==> src/rtl/sudoku_pkg.sv <==
// Shared constants and types for the 4x4 Sudoku datapath: cell encoding, base grid,
// blank-count table, LFSR taps and the blanking sequencer state.
package sudoku_pkg;

  localparam int CELL_W  = 2;
  localparam int N_CELLS = 16;
  localparam int IDX_W   = 4;
  localparam int BOARD_W = CELL_W * N_CELLS;
  localparam int CNT_W   = 4;

  typedef logic [CELL_W-1:0]  cell_t;
  typedef logic [IDX_W-1:0]   idx_t;
  typedef logic [BOARD_W-1:0] board_t;
  typedef logic [N_CELLS-1:0] mask_t;

  // Rows 0123 / 2301 / 1032 / 3210, cell i at [2i+1:2i].
  localparam board_t BASE_GRID = 32'h1BB1_4EE4;

  // x^8 + x^6 + x^5 + x^4 + 1, feedback from state bits 7,5,4,3.
  localparam logic [7:0] LFSR_TAPS_8 = 8'hB8;

  typedef enum logic {
    SEQ_IDLE  = 1'b0,
    SEQ_BLANK = 1'b1
  } seq_state_e;

  function automatic logic [CNT_W-1:0] blank_count(input logic [1:0] diff);
    logic [CNT_W-1:0] n;
    case (diff)
      2'd0:    n = 4'd4;
      2'd1:    n = 4'd6;
      2'd2:    n = 4'd8;
      default: n = 4'd10;
    endcase
    return n;
  endfunction

  // Digit relabelling keeps every row, column and box a permutation.
  function automatic board_t make_solution(input cell_t offset);
    board_t sol;
    for (int i = 0; i < N_CELLS; i++) begin
      sol[CELL_W*i +: CELL_W] = BASE_GRID[CELL_W*i +: CELL_W] + offset;
    end
    return sol;
  endfunction

endpackage

==> src/rtl/sudoku_lfsr.sv <==
// Fibonacci LFSR used to randomise the puzzle offset and the cells that get blanked.
module sudoku_lfsr #(
  parameter int                 WIDTH = 8,
  parameter logic [WIDTH-1:0]   SEED  = 8'hA5,
  parameter logic [WIDTH-1:0]   TAPS  = 8'hB8
) (
  input  logic             clka,
  input  logic             restart_n,
  input  logic             en,
  output logic [WIDTH-1:0] state
);

  logic [WIDTH-1:0] state_d, state_q;

  // NOTE: assign the default first so every path through always_comb drives state_d; a missing default infers a latch.
  always_comb begin
    state_d = state_q;
    if (en) begin
      state_d = {state_q[WIDTH-2:0], ^(state_q & TAPS)};
    end
  end

  // NOTE: flops use non-blocking assignments so every register samples pre-edge values.
  always_ff @(posedge clka or negedge restart_n) begin
    if (!restart_n) begin
      state_q <= SEED;
    end else begin
      state_q <= state_d;
    end
  end

  assign state = state_q;

endmodule

==> src/rtl/sudoku_datapath.sv <==
// Board, solution and mask owner for the 4x4 Sudoku game, driven by the main FSM flags.
// Optional row/col/box duplicate detection is compiled in with `define CONFLICT_CHECK_EN.
module sudoku_datapath
  import sudoku_pkg::*;
#(
  parameter int                LFSR_W    = 8,
  parameter logic [LFSR_W-1:0] LFSR_SEED = 8'hA5
) (
  input  logic          clka,
  input  logic          restart_n,
  input  logic          new_game,
  input  logic          gen_rand_flag,
  input  logic          set_board_flag,
  input  logic          set_diff_flag,
  input  logic          row_flag,
  input  logic          col_flag,
  input  logic          val_flag,
  input  logic          check_flag,
  input  logic [1:0]    user_in,
  output logic          busy,
  output logic          solved,
  output logic          rejected,
  output logic          conflict,
  output logic [31:0]   board,
  output logic [15:0]   filled_mask,
  output logic [15:0]   given_mask
);

  logic [LFSR_W-1:0] lfsr_q;
  logic              lfsr_en;

  board_t           board_d, board_q;
  mask_t            filled_d, filled_q;
  mask_t            given_d, given_q;
  cell_t            offset_d, offset_q;
  cell_t            row_d, row_q;
  cell_t            col_d, col_q;
  cell_t            val_d, val_q;
  logic [1:0]       diff_d, diff_q;
  seq_state_e       seq_d, seq_q;
  logic [CNT_W-1:0] cnt_d, cnt_q;
  logic             rejected_d, rejected_q;
  logic             solved_d, solved_q;
  logic             board_prev_q, diff_prev_q, check_prev_q;

  board_t solution;
  idx_t   cell_idx;
  idx_t   blank_idx;
  logic   board_rise, diff_act, diff_fall, row_act, col_act, val_act, check_rise;
  logic   unused_lfsr_hi;

  assign busy    = (seq_q == SEQ_BLANK);
  assign lfsr_en = gen_rand_flag | busy;

  sudoku_lfsr #(
    .WIDTH (LFSR_W),
    .SEED  (LFSR_SEED),
    .TAPS  (LFSR_W'(LFSR_TAPS_8))
  ) u_lfsr (
    .clka      (clka),
    .restart_n (restart_n),
    .en        (lfsr_en),
    .state     (lfsr_q)
  );

  assign blank_idx      = lfsr_q[IDX_W-1:0];
  assign unused_lfsr_hi = ^lfsr_q[LFSR_W-1:IDX_W];
  assign cell_idx       = {row_q, col_q};
  assign solution       = make_solution(offset_q);

  // Each flag acts only when no higher-priority flag is high.
  assign board_rise = set_board_flag & ~board_prev_q & ~gen_rand_flag;
  assign diff_act   = set_diff_flag & ~gen_rand_flag & ~set_board_flag;
  assign diff_fall  = ~set_diff_flag & diff_prev_q;
  assign row_act    = row_flag & ~(gen_rand_flag | set_board_flag | set_diff_flag);
  assign col_act    = col_flag & ~(gen_rand_flag | set_board_flag | set_diff_flag | row_flag);
  assign val_act    = val_flag & ~(gen_rand_flag | set_board_flag | set_diff_flag | row_flag |
                                   col_flag);
  assign check_rise = check_flag & ~check_prev_q & ~busy &
                      ~(gen_rand_flag | set_board_flag | set_diff_flag | row_flag | col_flag |
                        val_flag);

  always_comb begin
    board_d    = board_q;
    filled_d   = filled_q;
    given_d    = given_q;
    offset_d   = offset_q;
    row_d      = row_q;
    col_d      = col_q;
    val_d      = val_q;
    diff_d     = diff_q;
    seq_d      = seq_q;
    cnt_d      = cnt_q;
    rejected_d = rejected_q;

    if (diff_act) diff_d = user_in;
    if (row_act)  row_d  = user_in;
    if (col_act)  col_d  = user_in;
    if (val_act)  val_d  = user_in;

    case (seq_q)
      SEQ_IDLE: begin
        if (diff_fall) begin
          seq_d = SEQ_BLANK;
          cnt_d = blank_count(diff_q);
        end
      end
      SEQ_BLANK: begin
        if (given_q[blank_idx]) begin
          given_d[blank_idx]  = 1'b0;
          filled_d[blank_idx] = 1'b0;
          cnt_d               = cnt_q - 4'd1;
          if (cnt_q == 4'd1) seq_d = SEQ_IDLE;
        end
      end
      default: seq_d = SEQ_IDLE;
    endcase

    if (board_rise) begin
      offset_d   = lfsr_q[1:0];
      board_d    = make_solution(lfsr_q[1:0]);
      filled_d   = '1;
      given_d    = '1;
      rejected_d = 1'b0;
    end

    if (check_rise) begin
      if (given_q[cell_idx]) begin
        rejected_d = 1'b1;
      end else begin
        board_d[{cell_idx, 1'b0} +: CELL_W] = val_q;
        filled_d[cell_idx]                  = 1'b1;
        rejected_d                          = 1'b0;
      end
    end

    if (new_game) begin
      board_d    = '0;
      filled_d   = '0;
      given_d    = '0;
      offset_d   = '0;
      row_d      = '0;
      col_d      = '0;
      val_d      = '0;
      diff_d     = '0;
      seq_d      = SEQ_IDLE;
      cnt_d      = '0;
      rejected_d = 1'b0;
    end

    solved_d = ~new_game & (filled_q == '1) & (board_q == solution);
  end

  always_ff @(posedge clka or negedge restart_n) begin
    if (!restart_n) begin
      board_q      <= '0;
      filled_q     <= '0;
      given_q      <= '0;
      offset_q     <= '0;
      row_q        <= '0;
      col_q        <= '0;
      val_q        <= '0;
      diff_q       <= '0;
      seq_q        <= SEQ_IDLE;
      cnt_q        <= '0;
      rejected_q   <= 1'b0;
      solved_q     <= 1'b0;
      board_prev_q <= 1'b0;
      diff_prev_q  <= 1'b0;
      check_prev_q <= 1'b0;
    end else begin
      board_q      <= board_d;
      filled_q     <= filled_d;
      given_q      <= given_d;
      offset_q     <= offset_d;
      row_q        <= row_d;
      col_q        <= col_d;
      val_q        <= val_d;
      diff_q       <= diff_d;
      seq_q        <= seq_d;
      cnt_q        <= cnt_d;
      rejected_q   <= rejected_d;
      solved_q     <= solved_d;
      board_prev_q <= set_board_flag;
      diff_prev_q  <= set_diff_flag;
      check_prev_q <= check_flag;
    end
  end

`ifdef CONFLICT_CHECK_EN
  logic conflict_hit;
  logic conflict_d, conflict_q;

  // Any other filled cell sharing the target's row, column or 2x2 box with the same digit.
  always_comb begin
    conflict_hit = 1'b0;
    for (int i = 0; i < N_CELLS; i++) begin
      if (i != int'(cell_idx) && filled_q[i] && board_q[CELL_W*i +: CELL_W] == val_q &&
          ((i / 4) == int'(row_q) || (i % 4) == int'(col_q) ||
           ((i / 8) == int'(row_q[1]) && ((i % 4) / 2) == int'(col_q[1])))) begin
        conflict_hit = 1'b1;
      end
    end
  end

  always_comb begin
    conflict_d = conflict_q;
    if (new_game) begin
      conflict_d = 1'b0;
    end else if (board_rise) begin
      conflict_d = 1'b0;
    end else if (check_rise && !given_q[cell_idx]) begin
      conflict_d = conflict_hit;
    end
  end

  always_ff @(posedge clka or negedge restart_n) begin
    if (!restart_n) begin
      conflict_q <= 1'b0;
    end else begin
      conflict_q <= conflict_d;
    end
  end

  assign conflict = conflict_q;
`else
  assign conflict = 1'b0;
`endif

  assign board       = board_q;
  assign filled_mask = filled_q;
  assign given_mask  = given_q;
  assign solved      = solved_q;
  assign rejected    = rejected_q;

endmodule

==> config.mk <==
export PLATFORM = sky130hd
export DESIGN_NAME = sudoku_datapath
export DESIGN_NICKNAME = d
export VERILOG_FILES = /design/src/rtl/sudoku_pkg.sv /design/src/rtl/sudoku_lfsr.sv /design/src/rtl/sudoku_datapath.sv
export SDC_FILE = /design/constraint.sdc
export NUM_CORES = 1
export LEC_CHECK = 0
export BUFFER_PORTS_ARGS = -buffer_cell sky130_fd_sc_hd__buf_2
export CORE_ASPECT_RATIO = 1.5
export CORE_UTILIZATION = 58
export DETAILED_ROUTE_END_ITERATION = 8
export MAX_ROUTING_LAYER = met4
export PLACE_DENSITY = 0.8
export SYNTH_ARGS = -nofsm -noshare
export SYNTH_HDL_FRONTEND = slang
export SYNTH_SLANG_ARGS = --single-unit
==> constraint.sdc <==
create_clock -name clka -period 3.4 [get_ports clka]
set_input_delay 0 -clock clka [delete_from_list [all_inputs] [get_ports clka]]
set_output_delay 0 -clock clka [all_outputs]
set_load 0.05 [all_outputs]
==> out/results.txt, run 1 <==
status: complete, no violations
DR vias: 4966
vias per inst: 6.55
Initial Util: 60.1%
RSZ-0062 raised after global routing: false
unique cell type count in the Yosys netlist: 70
DP Cell Count: 732
ANT nets after route: 0
average size of a mapped cell: 9.31 µm²
number of global-route vias before repair: 4920
GRT busiest layer: met2
Post-Syn Instances: 570
Synth area leader: dfrtp_1
met3 usage: 6.67%
reg-to-reg setup timing slack: 0.48 ns
First DRT Iteration DRCs: 341
die width: 80.1 µm
CP startpoint kind: flop
number of diodes: 0
CP arrival: 3.18 ns
Reg2Reg Launch Point: col_q[0]
Seq cells post-synth: 92
grt total ovfl: 0
die height: 119 µm
number of flops mapped to enable cells by yosys: 0
GP Congestion: 0.992
Setup CP Type: flop to flop
Worst EP required: 3.66 ns
CTS tree: done
cell with the most instances after synthesis: dfrtp_1
num rows: 42
Layout Cells excl Fill: 758
sequential area share after synthesis: 43.5%
Final Hold Vio Count: 0
hold path startpoint: gen_rand_flag
# nets final: 667
Synth top area share: 41.5%
FMAX: 342 MHz
Final Slew Violations: 0
total CTS buffers: 9
share of layout cells above drive strength 1: 21.6%
area grow syn2layout: 16.2%
Pleak: 2.77 nW
top area cells in the synthesized netlist: dfrtp_1 (42%), a21oi_1 (7.4%), nand2_1 (5.7%)
largest net degree at the start of global routing: 93
post-DR wirelength/cell: 21.3 µm
relative slew slack: 20.4%
Syn. warnings: 0
setup violators final: 0
Synth Net Count: 594
hpwl dp: 11700 µm
clock latency on the worst-skew pair: 0.34 ns
# H-tree levels: 3
clock-pin slew on the worst setup and hold paths: 0.06 ns
DRC viols: 0
post-CTS sizing: 0
DRT Wirelength: 16100 µm
setup_tns: 0 ns
asr flop ratio synth: 100%
first-pass GRT wire length: 25500 µm
met2 Use GR: 59.8%
Final Critical Period: 2.92 ns
initial antenna violation count: 0
Critical Path End Type: flop
I/O Pins: 80
R2R depth: 5
Worst Hold End: row_q[1]
Cell Area, Synth: 5310 µm²
total of max-cap violations: 0
Longest Clk Path Bufs: 2
clk sinks: 92
Pwr Density: 532 nW/µm²
Final period util: 86.0%
maximum vdd drop: 0.000383 V
maximum net fanout on the critical path: 16
worst hold path type: primary input to flop
Hold Path Stages: 4
router iterations before antenna repair: 6
top_reg_cell synth: dfrtp_1
RR Endpoint: board[6]
Setup Skew: 0.00867 ns
Root Buffer: clkbuf_16
CORE AREA: 8830 µm²
Commonest cells post-synth: dfrtp_1 (88), nand2_1 (80), a21oi_1 (78)
Die Area: 9540 µm²
Tot GR Track Use: 36.9%
GRT met1 Usage: 41.7%
IO buf count: 78
worst-margin pin slew: 1.19 ns
stage by stage:
step | cell area, µm² | utilization (%) | hold slack [ns] | setup WS [ns] | power (W)
4_1_cts | 6170 | 69.9 | 0.137 | 0.511 | 0.00328
2_1_floorplan | 5310 | - | -0.296 | 0.862 | 0.00193
6_report | 6170 | 69.9 | 0.154 | 0.477 | 0.00328
5_1_grt | 6170 | 69.9 | 0.159 | 0.332 | 0.00341
3_5_place_dp | 5750 | 65.1 | 0.128 | 0.534 | 0.00219
3_3_place_gp | 5750 | 65.1 | 0.126 | 0.633 | 0.00216
flip-flops by register name (all words and copies together), names as in the netlist, 2 cells and up:
signal	count
u_lfsr.state	8
diff_q	2
col_q	2
row_q	2
filled_mask	16
offset_q	2
board	32
cnt_q	4
given_mask	16
val_q	2
layer usage:
| layer | share of wire, % | routed length, µm | vias to the layer above |
|---|---|---|---|
| met5 | 0 | 0 | - |
| met4 | 5.6 | 909 | 0 |
| met3 | 5.7 | 925 | 66 |
| met2 | 52 | 8370 | 251 |
| met1 | 37 | 5930 | 2436 |
| li1 | - | - | 2213 |
critical path, cell delays in order, from the launching register on:
cell     delay [ns]
dfrtp_1        0.69
mux4_1         0.69
mux4_2         0.64
nor3_1         0.33
and3_1         0.27
mux2i_1        0.22
worst max path at each step:
stage / from / to / slack (ns) / depth (start not counted)
after floorplan: given_mask[13] / board[12] / 0.86 / 4
after detailed placement: col_q[0] / board[13] / 0.53 / 4
after CTS: col_q[0] / board[13] / 0.51 / 4
after global routing: col_q[0] / filled_mask[14] / 0.33 / 6
final: col_q[0] / board[6] / 0.48 / 5
after global placement: col_q[0] / board[12] / 0.63 / 4
placed cells by master, fill, tap and decap left out, drive strengths merged, types with 5 or more instances in the layout:
cell type	n
dfrtp	88
buf	87
nand2	80
a21oi	78
nor2	40
o21ai	27
nand3	24
mux2	17
mux2i	16
inv	13
nor3	13
ha	12
clkbuf	12
nand4	10
dlygate4sd3	10
mux4	9
and2	7
nor4bb	6
nor4b	6
nand2b	5
nor4	5
area by class of cell:
class	count	area, µm²
fill	724	2660
timing repair buffer	97	561
inverter	13	48.8
sequential	92	2310
clock inverter	4	72.6
tap	110	138
clock buffer	12	246
multi-input combinational	430	2790
what timing repair did:
| item | CTS | global route |
|---|---|---|
| hold buffers | 10 | 0 |
| setup buffers | 0 | 0 |
| endpoints found under the hold margin | 99 | 0 |
kinds of logic (layout without fill, tap and decap cells):
logic type	count (synthesis)	after routing	synth area share, %
fa+ha+maj	12	12	2.83
buf+inv	48	126	3.94
flops	92	92	43.5
xor+xnor	4	4	0.660
other cells	1	1	0.0707
simple gates	230	230	23.1
compound gates	141	141	15.3
mux	42	42	10.6
where the power goes:
group          internal [W]  switching [W]  total, W
Clock              0.000664       0.000420   0.00108
Sequential          0.00122       0.000139   0.00136
Combinational      0.000288       0.000554  0.000842
Total               0.00217        0.00111   0.00328
Note: power is estimated with default switching activity, not from simulation.
==> inputs of run 2 (changes only) <==
- CORE_UTILIZATION: 58 -> 40
- PLACE_DENSITY: 0.8 -> 0.58
- SLEW_MARGIN: default -> 20
==> run 2 against run 1 <==
  * Power shrank 1.3%
  * Sequential share of layout area down 0.23 points
  * Clock skew fell by 0.0046 ns
  * Global-route usage is 11 points lower
  * Clock-buffer cell count shrank 2
  * Clock power barely moved
  * Non-clock buffer count is 3 lower
  * First-iteration DRC count is 19% lower
  * Maximum frequency is 2.0% higher
==> out/results.txt, run 2 (synthesized netlist as in run 1, its figures left out) <==
status: complete, no violations (unchanged)
DR vias: 4777 (was 4966)
Final Instance Area: 6210 µm² (was 6170 µm²)
DRC viols: 0 (unchanged)
Final Hold Vio Count: 0 (unchanged)
Critical Path End Type: flop (unchanged)
Sw Ratio: 34.0% (was 33.9%)
maximum net fanout on the critical path: 13 (was 16)
post-CTS sizing: 0 (unchanged)
Logic pwr share: 24.1% (was 25.7%)
# H-tree levels: 3 (unchanged)
setup_tns: 0 ns (unchanged)
max reg flops: 32 (unchanged)
final setup margin: 0.535 ns (was 0.477 ns)
Tot GR Track Use: 26.3% (was 36.9%)
area grow syn2layout: 17.0% (was 16.2%)
Final period util: 84.3% (was 86.0%)
Hold Buf Count CTS: 9 (was 10)
most common cell after layout, fill and taps aside: dfrtp_1 (unchanged)
Final Critical Period: 2.87 ns (was 2.92 ns)
crit path cell chain: mux4_2 -> and4_1 -> nor4_1 -> a22oi_1 -> a211o_1 (was mux4_1 -> mux4_2 -> nor3_1 -> and3_1 -> mux2i_1)
CP peak stage delay: 0.71 ns (was 0.69 ns)
Initial Util: 41.0% (was 60.1%)
die height: 143 µm (was 119 µm)
die width: 96.0 µm (was 80.1 µm)
most frequent cells in the layout: dfrtp_1 (88), nand2_1 (80), a21oi_1 (78) (unchanged)
vias per inst: 5.94 (was 6.55)
CP startpoint kind: flop (unchanged)
IO buf count: 78 (unchanged)
dpl ws: 0.591 ns (was 0.534 ns)
Worst EP required: 3.62 ns (was 3.66 ns)
post-DR wirelength/cell: 20.8 µm (was 21.3 µm)
Root Buffer: clkbuf_16 (unchanged)
Crit path max-delay family: simple AND/OR/NAND/NOR gates (was multiplexers)
CP arrival: 3.09 ns (was 3.18 ns)
Pleak: 2.76 nW (was 2.77 nW)
Psw: 0.00110 W (was 0.00111 W)
worst-margin pin slew: 0.837 ns (was 1.19 ns)
Setup CP Type: flop to flop (unchanged)
router iterations before antenna repair: 5 (was 6)
Clock Power Share: 33.2% (was 33.0%)
First DRT Iteration DRCs: 277 (was 341)
Final Slew Violations: 0 (unchanged)
Internal Power: 0.00214 W (was 0.00217 W)
initial antenna violation count: 0 (unchanged)
clock latency on the worst-skew pair: 0.34 ns (about the same)
number of diodes: 0 (unchanged)
clock-pin slew on the worst setup and hold paths: 0.06 ns (about the same)
total of max-cap violations: 0 (unchanged)
# nets final: 664 (was 667)
Setup Skew: 0.00405 ns (was 0.00867 ns)
first-pass GRT wire length: 25900 µm (was 25500 µm)
setup violators final: 0 (unchanged)
I/O Pins: 80 (unchanged)
dpl cell area: 5790 µm² (was 5750 µm²)
Longest Clk Path Bufs: 2 (unchanged)
num rows: 51 (was 42)
clk sinks: 92 (unchanged)
share of layout cells above drive strength 1: 21.6% (about the same)
Reg power frac: 42.7% (was 41.3%)
grt total ovfl: 0 (unchanged)
relative slew slack: 44.2% (was 20.4%)
critical path buffer and inverter count: 0 (unchanged)
total CTS buffers: 9 (unchanged)
CORE AREA: 13000 µm² (was 8830 µm²)
ANT nets after route: 0 (unchanged)
CTS tree: done (unchanged)
RSZ-0062 raised after global routing: false (unchanged)
number of global-route vias before repair: 4714 (was 4920)
Crit-path slowest cell: dfstp_2 (was dfrtp_1)
maximum vdd drop: 0.000354 V (was 0.000383 V)
Die Area: 13700 µm² (was 9540 µm²)
fin util: 47.9% (was 69.9%)
FMAX: 349 MHz (was 342 MHz)
DRT Wirelength: 16700 µm (was 16100 µm)
GP Congestion: 0.955 (was 0.992)
postcts setup bufs: 0 (unchanged)
Pwr Density: 522 nW/µm² (was 532 nW/µm²)
worst hold path type: primary input to flop (unchanged)
largest net degree at the start of global routing: 80 (was 93)
hpwl dp: 12500 µm (was 11700 µm)
==> run 2: cell types whose count changed in the layout (fill, tap and decap cells not counted), sizes merged <==
cell,delta
buf,-2
clkbuf,-2
clkinv,+1
clkinvlp,+1
dlygate4sd3,-1
==> run 2: cell type report <==
class	instances	area, µm²
timing repair buffer	94	539
inverter	13	48.8
tap	159	199
clock buffer	10	229
clock inverter	6	88.8
multi-input combinational	430	2790
fill	1269	6750
sequential	92	2310
==> run 2: metal layers <==
layer / global-route usage, % / wire length (µm) / vias up
li1: - / - / 2218
met1: 29.3 / 6500 / 2329
met2: 44.5 / 8690 / 177
met3: 3.67 / 685 / 53
met4: 14.1 / 843 / 0
met5: - / 0 / -
==> run 2: power groups by stage <==
stage | combinational (W) | clock [W] | sequential (W)
4_1_cts | 0.000780 | 0.00109 | 0.00138
5_1_grt | 0.000837 | 0.00113 | 0.00140
2_1_floorplan | 0.000437 | 0 | 0.00149
6_report | 0.000779 | 0.00108 | 0.00138
3_5_place_dp | 0.000769 | 0 | 0.00140
3_3_place_gp | 0.000761 | 0 | 0.00139
==> run 2: tightest hold or removal path, stage by stage <==
cell and delay [ns]:
buf_2 0.15, nor4b_1 0.11, a21oi_1 0.15, nor2_1 0.05
==> run 2: final timing paths <==
path | slack [ns] | start | to | cells after the start
min in group asynchronous | 0.28 | restart_n | board[21] | 2
hold reg to reg | 0.51 | u_lfsr.state[6] | u_lfsr.state[6] | 1
setup reg to reg | 0.53 | u_lfsr.state[0] | cnt_q[3] | 5
hold / removal | 0.15 | gen_rand_flag | row_q[1] | 4
setup / recovery | 0.53 | u_lfsr.state[0] | cnt_q[3] | 5
max in group asynchronous | 2.40 | restart_n | filled_mask[9] | 3
==> run 2: metrics by stage <==
stage / hold slack [ns] / cells / power [W]
final: 0.155 / 804 / 0.00324
after global routing: 0.210 / 804 / 0.00337
after CTS: 0.154 / 804 / 0.00325
after detailed placement: 0.138 / 779 / 0.00217
after global placement: 0.138 / 779 / 0.00215
after floorplan: -0.296 / 570 / 0.00193
